$ cat src/rtl/pipe_hazard_ctrl.sv
// rtl/pipe_hazard_ctrl.sv - stall/flush sequencer for the 5-stage RV32 pipeline (optional counters: PIPE_PERF_CNT_EN)
module pipe_hazard_ctrl #(
    parameter int BOOT_CYCLES = 2,
    parameter int MEM_TIMEOUT = 255,
    parameter int CNT_W       = 32
) (
    input  logic             clk,
    input  logic             rstn,
    input  logic [4:0]       rs1_dec,
    input  logic [4:0]       rs2_dec,
    input  logic             use_rs1_dec,
    input  logic             use_rs2_dec,
    input  logic             ex_mem_r,
    input  logic [4:0]       ex_wb_addr,
    input  logic             pc_change_EX,
    input  logic             dmem_req,
    input  logic             dmem_ready,
    output logic             pc_we,
    output logic             if_id_we,
    output logic             if_id_flush,
    output logic             id_ex_we,
    output logic             id_ex_flush,
    output logic             ex_mem_we,
    output logic             mem_wb_we,
    output logic             halted,
    output logic [CNT_W-1:0] cycle_cnt,
    output logic [CNT_W-1:0] stall_cnt,
    output logic [CNT_W-1:0] flush_cnt
);

    localparam int              BOOT_W      = (BOOT_CYCLES > 0) ? $clog2(BOOT_CYCLES + 1) : 1;
    localparam logic [BOOT_W-1:0] BOOT_INIT = BOOT_W'(BOOT_CYCLES);
    localparam logic [15:0]     TIMEOUT_VAL = 16'(MEM_TIMEOUT);
    localparam bit              TIMEOUT_EN  = (MEM_TIMEOUT != 0);

    typedef enum logic [1:0] {
        S_BOOT     = 2'd0,
        S_RUN      = 2'd1,
        S_MEM_WAIT = 2'd2,
        S_HALT     = 2'd3
    } state_t;

    state_t            r_state;
    state_t            w_state_nxt;
    logic [BOOT_W-1:0] r_boot_cnt;
    logic [BOOT_W-1:0] w_boot_nxt;
    logic [15:0]       r_wait_cnt;
    logic [15:0]       w_wait_nxt;
    logic              r_halted;

    logic              w_mem_stall;
    logic              w_hazard;
    logic              w_resolve;

    // Memory stall and load-use detection; register x0 never creates a dependency.
    assign w_mem_stall = dmem_req && !dmem_ready;
    assign w_hazard    = ex_mem_r && (ex_wb_addr != 5'd0) &&
                         ((use_rs1_dec && (rs1_dec == ex_wb_addr)) ||
                          (use_rs2_dec && (rs2_dec == ex_wb_addr)));

    // State register, boot hold counter, memory wait counter and sticky halt flag.
    always_ff @(posedge clk or negedge rstn) begin
        if (!rstn) begin
            r_state    <= S_BOOT;
            r_boot_cnt <= BOOT_INIT;
            r_wait_cnt <= 16'd0;
            r_halted   <= 1'b0;
        end else begin
            r_state    <= w_state_nxt;
            r_boot_cnt <= w_boot_nxt;
            r_wait_cnt <= w_wait_nxt;
            r_halted   <= r_halted || (w_state_nxt == S_HALT);
        end
    end

    // Next-state and strobe generation; the ready cycle of a memory wait reuses the RUN redirect/hazard logic.
    always_comb begin
        w_state_nxt = r_state;
        w_boot_nxt  = r_boot_cnt;
        w_wait_nxt  = r_wait_cnt;
        w_resolve   = 1'b0;
        pc_we       = 1'b0;
        if_id_we    = 1'b0;
        id_ex_we    = 1'b0;
        ex_mem_we   = 1'b0;
        mem_wb_we   = 1'b0;
        if_id_flush = 1'b0;
        id_ex_flush = 1'b0;

        case (r_state)
            S_BOOT: begin
                if_id_flush = 1'b1;
                id_ex_flush = 1'b1;
                if (r_boot_cnt == '0) begin
                    w_state_nxt = S_RUN;
                end else begin
                    w_boot_nxt = r_boot_cnt - 1'b1;
                end
            end
            S_RUN: begin
                if (w_mem_stall) begin
                    w_state_nxt = S_MEM_WAIT;
                    w_wait_nxt  = 16'd1;
                end else begin
                    w_resolve = 1'b1;
                end
            end
            S_MEM_WAIT: begin
                if (!dmem_ready) begin
                    if (r_wait_cnt != 16'hFFFF) begin
                        w_wait_nxt = r_wait_cnt + 16'd1;
                    end
                    if (TIMEOUT_EN && (r_wait_cnt == TIMEOUT_VAL)) begin
                        w_state_nxt = S_HALT;
                    end
                end else begin
                    w_state_nxt = S_RUN;
                    w_resolve   = 1'b1;
                end
            end
            default: begin
                w_state_nxt = S_HALT;
            end
        endcase

        if (w_resolve) begin
            if (pc_change_EX) begin
                pc_we       = 1'b1;
                if_id_we    = 1'b1;
                id_ex_we    = 1'b1;
                ex_mem_we   = 1'b1;
                mem_wb_we   = 1'b1;
                if_id_flush = 1'b1;
                id_ex_flush = 1'b1;
            end else if (w_hazard) begin
                id_ex_we    = 1'b1;
                ex_mem_we   = 1'b1;
                mem_wb_we   = 1'b1;
                id_ex_flush = 1'b1;
            end else begin
                pc_we       = 1'b1;
                if_id_we    = 1'b1;
                id_ex_we    = 1'b1;
                ex_mem_we   = 1'b1;
                mem_wb_we   = 1'b1;
            end
        end
    end

    assign halted = r_halted;

`ifdef PIPE_PERF_CNT_EN
    logic             w_active;
    logic             w_stall_evt;
    logic             w_flush_evt;
    logic [CNT_W-1:0] r_cycle_cnt;
    logic [CNT_W-1:0] r_stall_cnt;
    logic [CNT_W-1:0] r_flush_cnt;

    assign w_active    = (r_state == S_RUN) || (r_state == S_MEM_WAIT);
    assign w_stall_evt = ((r_state == S_RUN) && w_mem_stall) ||
                         ((r_state == S_MEM_WAIT) && !dmem_ready) ||
                         (w_resolve && !pc_change_EX && w_hazard);
    assign w_flush_evt = w_resolve && pc_change_EX;

    // Free-running wrap-around performance counters.
    always_ff @(posedge clk or negedge rstn) begin
        if (!rstn) begin
            r_cycle_cnt <= '0;
            r_stall_cnt <= '0;
            r_flush_cnt <= '0;
        end else begin
            if (w_active) begin
                r_cycle_cnt <= r_cycle_cnt + 1'b1;
            end
            if (w_stall_evt) begin
                r_stall_cnt <= r_stall_cnt + 1'b1;
            end
            if (w_flush_evt) begin
                r_flush_cnt <= r_flush_cnt + 1'b1;
            end
        end
    end

    assign cycle_cnt = r_cycle_cnt;
    assign stall_cnt = r_stall_cnt;
    assign flush_cnt = r_flush_cnt;
`else
    assign cycle_cnt = '0;
    assign stall_cnt = '0;
    assign flush_cnt = '0;
`endif

endmodule

$ cat config.mk
export PLATFORM = sky130hd
export DESIGN_NAME = pipe_hazard_ctrl
export DESIGN_NICKNAME = d
export VERILOG_FILES = /design/src/rtl/pipe_hazard_ctrl.sv
export SDC_FILE = /design/constraint.sdc
export NUM_CORES = 1
export LEC_CHECK = 0
export ABC_CLOCK_PERIOD_IN_PS = 4200
export CAP_MARGIN = 20
export CORE_MARGIN = 2
export CORE_UTILIZATION = 42
export CTS_CLUSTER_DIAMETER = 30
export DETAILED_ROUTE_END_ITERATION = 7
export MAX_ROUTING_LAYER = met4
export PLACE_DENSITY_LB_ADDON = 0.1
export SYNTH_ARGS = -nofsm -noshare
export SYNTH_HDL_FRONTEND = slang
export SYNTH_SLANG_ARGS = --single-unit
$ cat constraint.sdc
create_clock -name clk -period 4.2 [get_ports clk]
set_input_delay 0.63 -clock clk [delete_from_list [all_inputs] [get_ports clk]]
set_output_delay 0.63 -clock clk [all_outputs]
set_load 0.1 [all_outputs]
==> metrics.log <==
INFO  metric final_hold_vios = 0
INFO  metric fin_nets = 320
INFO  metric kind_of_cell_adding_the_most_delay_to_the_critical_path = adder cells
INFO  metric numClockSinks = 21
INFO  metric ctsResizeCount = 0
INFO  metric routed_wl = roughly 3500 um
INFO  metric crit_path_top_delay_cell = ha_1
INFO  metric antenna_viol_nets_final = 0
INFO  metric width_of_the_die = roughly 76 um
INFO  metric synthMostInstantiatedCell = buf_4
INFO  metric drive_above_1_share = 0.06207
INFO  metric pin_count = roughly 130
INFO  metric yosysWarnings = 0
INFO  metric power.static_leakage = around 1 nW
INFO  metric timing.final.ws_setup = between 1 and 1.5 ns
INFO  metric gpl.final_weighted_congestion = around 0.84
INFO  metric max_slew.worst_pin.slew = between 0.9 and 1 ns
INFO  metric first_global_vias = about 1200
INFO  metric setup_tns = 0 ns
INFO  metric clock_skew = 0.004552 ns
INFO  metric data_required_critical_path = ~3.6 ns
INFO  metric vdd_drop_max = around 0.22 mV
INFO  metric synthFlopType = dfrtp_1
INFO  metric pre_cts_slack = between 1 and 1.5 ns
INFO  metric drt-vias-per-instance = around 4.1
INFO  metric area_taken_by_multi_input_logic_gates = between 1000 and 1500 um^2
INFO  metric holdPathStages = 1
INFO  metric postSynth.asyncResetShare = 1.000
INFO  metric synth_largest_area_cell = buf_4
INFO  metric finalCriticalPeriod = slightly below 3 ns
INFO  metric holdCritPathClass = reg -> reg
INFO  metric grt_first_pass_wirelength = approximately 5600 um
INFO  metric rsz_0062_raised_after_global_routing = false
INFO  metric drtPass1Iterations = 4
INFO  metric placedCellCount = ~360
INFO  metric startpoint_type = flip-flop
INFO  metric vias = between 1000 and 1500
INFO  metric dp.final_hpwl = around 2800 um
INFO  metric io_buffer_count = 30
INFO  metric netlist_top_cells_area = buf_4, dfrtp_1, xnor2_1
INFO  metric cts_buffer_depth = 2
INFO  metric diode_count = 0
INFO  metric cts.reportedPaths.clkPinSlew = approximately 0.070 ns
INFO  metric grtUsageTotal = 0.1307
INFO  metric timing.critical_path.to_type = primary output
INFO  metric initial_core_utilization = 0.4290
INFO  metric flow.area_growth_from_synthesis = 1.446%
INFO  metric postSynthAreaPerCell = just over 8 um^2
INFO  metric period_share = 0.7012
INFO  metric ys_types = 45
INFO  metric path_max_fanout = 17
INFO  metric critical_setup_path_kind = reg -> out
INFO  metric htree_levels = 1
INFO  metric worst_path_largest_cell_delay = approximately 0.52 ns
INFO  metric initial_antenna_violation_count = 0
INFO  metric floorplan.die_area = around 5700 um^2
INFO  metric netlist.area_leader.share = 0.3436
INFO  metric netlist_instances = approximately 260
INFO  metric detailedRoute.firstIterationViolations = 54
INFO  metric ff_latch_area = around 530 um^2
INFO  metric setup_viol = 0
INFO  metric number_of_standard_cells_in_the_layout_taps_in_and_fillers_out = 360
INFO  metric max_clock_freq = about 0.34 GHz
INFO  metric ff2ff_path_depth = 7
INFO  metric cp_num_cells = 7
INFO  metric post_cts_setup_buffer_count = 0
INFO  metric filler_cell_count = around 540
INFO  metric final_max_slew_viol_count = 0
INFO  metric core.rowCount = 26
INFO  metric maximum_number_of_pins_on_one_net_before_global_route_repair = 22
INFO  metric grt_overflow_total = 0
INFO  metric maxCapViolCount = 0
INFO  metric slew-limit-headroom = 0.3561
INFO  metric critical_path_buf_inv_count = 2
INFO  metric dr_wl_cell = between 9 and 10 um
INFO  metric path_cells = inv_1 -> ha_1 -> a22oi_1 -> nor2b_2 -> a21o_1 -> a31o_2 -> buf_4
INFO  metric route.detailed.drc = 0
INFO  metric cts-buffers-inserted = 3
INFO  metric cts_tree = built
INFO  metric postCtsHoldBufs = 0
INFO  metric crit_arrival = between 2 and 2.5 ns
INFO  metric clk_root_buffer_cell = clkbuf_8
INFO  metric synth_enable_flop_cells = 0
INFO  metric synth.cells.most_frequent = buf_4, nand2_1, dfrtp_1
INFO  metric powerDensity = between 300 and 400 nW/um^2
INFO  metric syn_area = around 2200 um^2
INFO  metric outcome = finished clean
INFO  metric die_h = 75.77 um
INFO  metric synth-seq-cells = 21
INFO  metric worst_skew_pair.late_latency = 0.26 ns
INFO  metric coreArea = slightly above 5000 um^2
INFO  metric proportion_of_synthesized_chip_area_in_sequential_cells = 0.2435
INFO  metric worst-r2r-setup-slack = around 1.7 ns
## final cells by class
cell class	count	share of cell area
multi-input cells	230	0.5570
inverters	4	0.006842
clock buffers	4	0.02052
repair buffers	31	0.1357
well taps	70	0.03991
flip-flops and latches	21	0.2400
## final timing paths
| path | start | end |
|---|---|---|
| worst max-delay path | r_state[0] | id_ex_flush |
| worst min-delay path | halted | halted |
| worst max register to register | r_state[0] | r_wait_cnt[15] |
| worst min register to register | halted | halted |
| max in group asynchronous | rstn | r_boot_cnt[1] |
| min in group asynchronous | rstn | r_wait_cnt[1] |
## power breakdown
| part | internal [mW] | total (mW) | leakage (nW) | switching, mW |
|---|---|---|---|---|
| sequential | 0.202 | 0.202 | 0.269 | 0 |
| combinational | 0.0272 | 0.414 | 0.735 | 0.387 |
| clock | 0.0677 | 0.136 | 0.0228 | 0.0684 |
## cells by family after synthesis
logic type,synth area share
xor gates and xnor gates,0.07287
and+or+nand+nor,0.1718
buffers and inverters,0.3574
muxes,0.009832
AOI/OAI and AO/OA,0.1081
adders and majority gates,0.03470
other,0.001733
DFF,0.2435
## placed cells by master (no fill, tap or decap), types with 4 or more instances in the layout
cell type        synthesis  final
nor2_1                  11     11
a21oi_1                  5      5
buf_4                   99      7
clkdlybuf4s50_1          0     23
nand3_1                  7      7
o21ai_0                 11     11
conb_1                   1     96
nand2b_1                 5      5
nor3_1                   4      4
nand4_1                  4      4
nand2_1                 22     22
dfrtp_1                 20     20
xnor2_1                 14     14
xor2_1                   4      4
inv_1                    4      4
ha_1                     6      6
## worst reg2reg max path, delay by kind of cell, from the launching register on
| family | cells | cell delay, ns |
|---|---|---|
| buffers and inverters | 1 | 0.11 |
| and+or+nand+nor | 3 | 0.89 |
| xor gates and xnor gates | 1 | 0.17 |
| muxes | 1 | 0.21 |
| DFF | 1 | 0.42 |
| adders and majority gates | 1 | 0.52 |
## stage by stage
stage	hold slack, ns	util	total power, mW	area, um^2
6_report	0.4575	0.4352	0.7525	2195
3_3_place_gp	0.4450	0.4233	0.6181	2135
4_1_cts	0.4646	0.4323	0.7534	2180
3_5_place_dp	0.4464	0.4233	0.6179	2135
2_1_floorplan	0.3344	-	0.6584	2522
5_1_grt	0.4777	0.4352	0.7775	2195
## state kept, by name (all words and copies together), names as in the netlist
name,cells
r_wait_cnt,16
r_boot_cnt,2
r_state,2
halted,1
## routing by layer
metal  vias up  GRT usage  wire length [um]
li1        740          -                 -
met1       675     0.1827              1647
met2        73     0.1877              1572
met3         5    0.01587               203
met4         0    0.05848                61
met5         -          -                 0
Note: power is estimated with default switching activity, not from simulation.
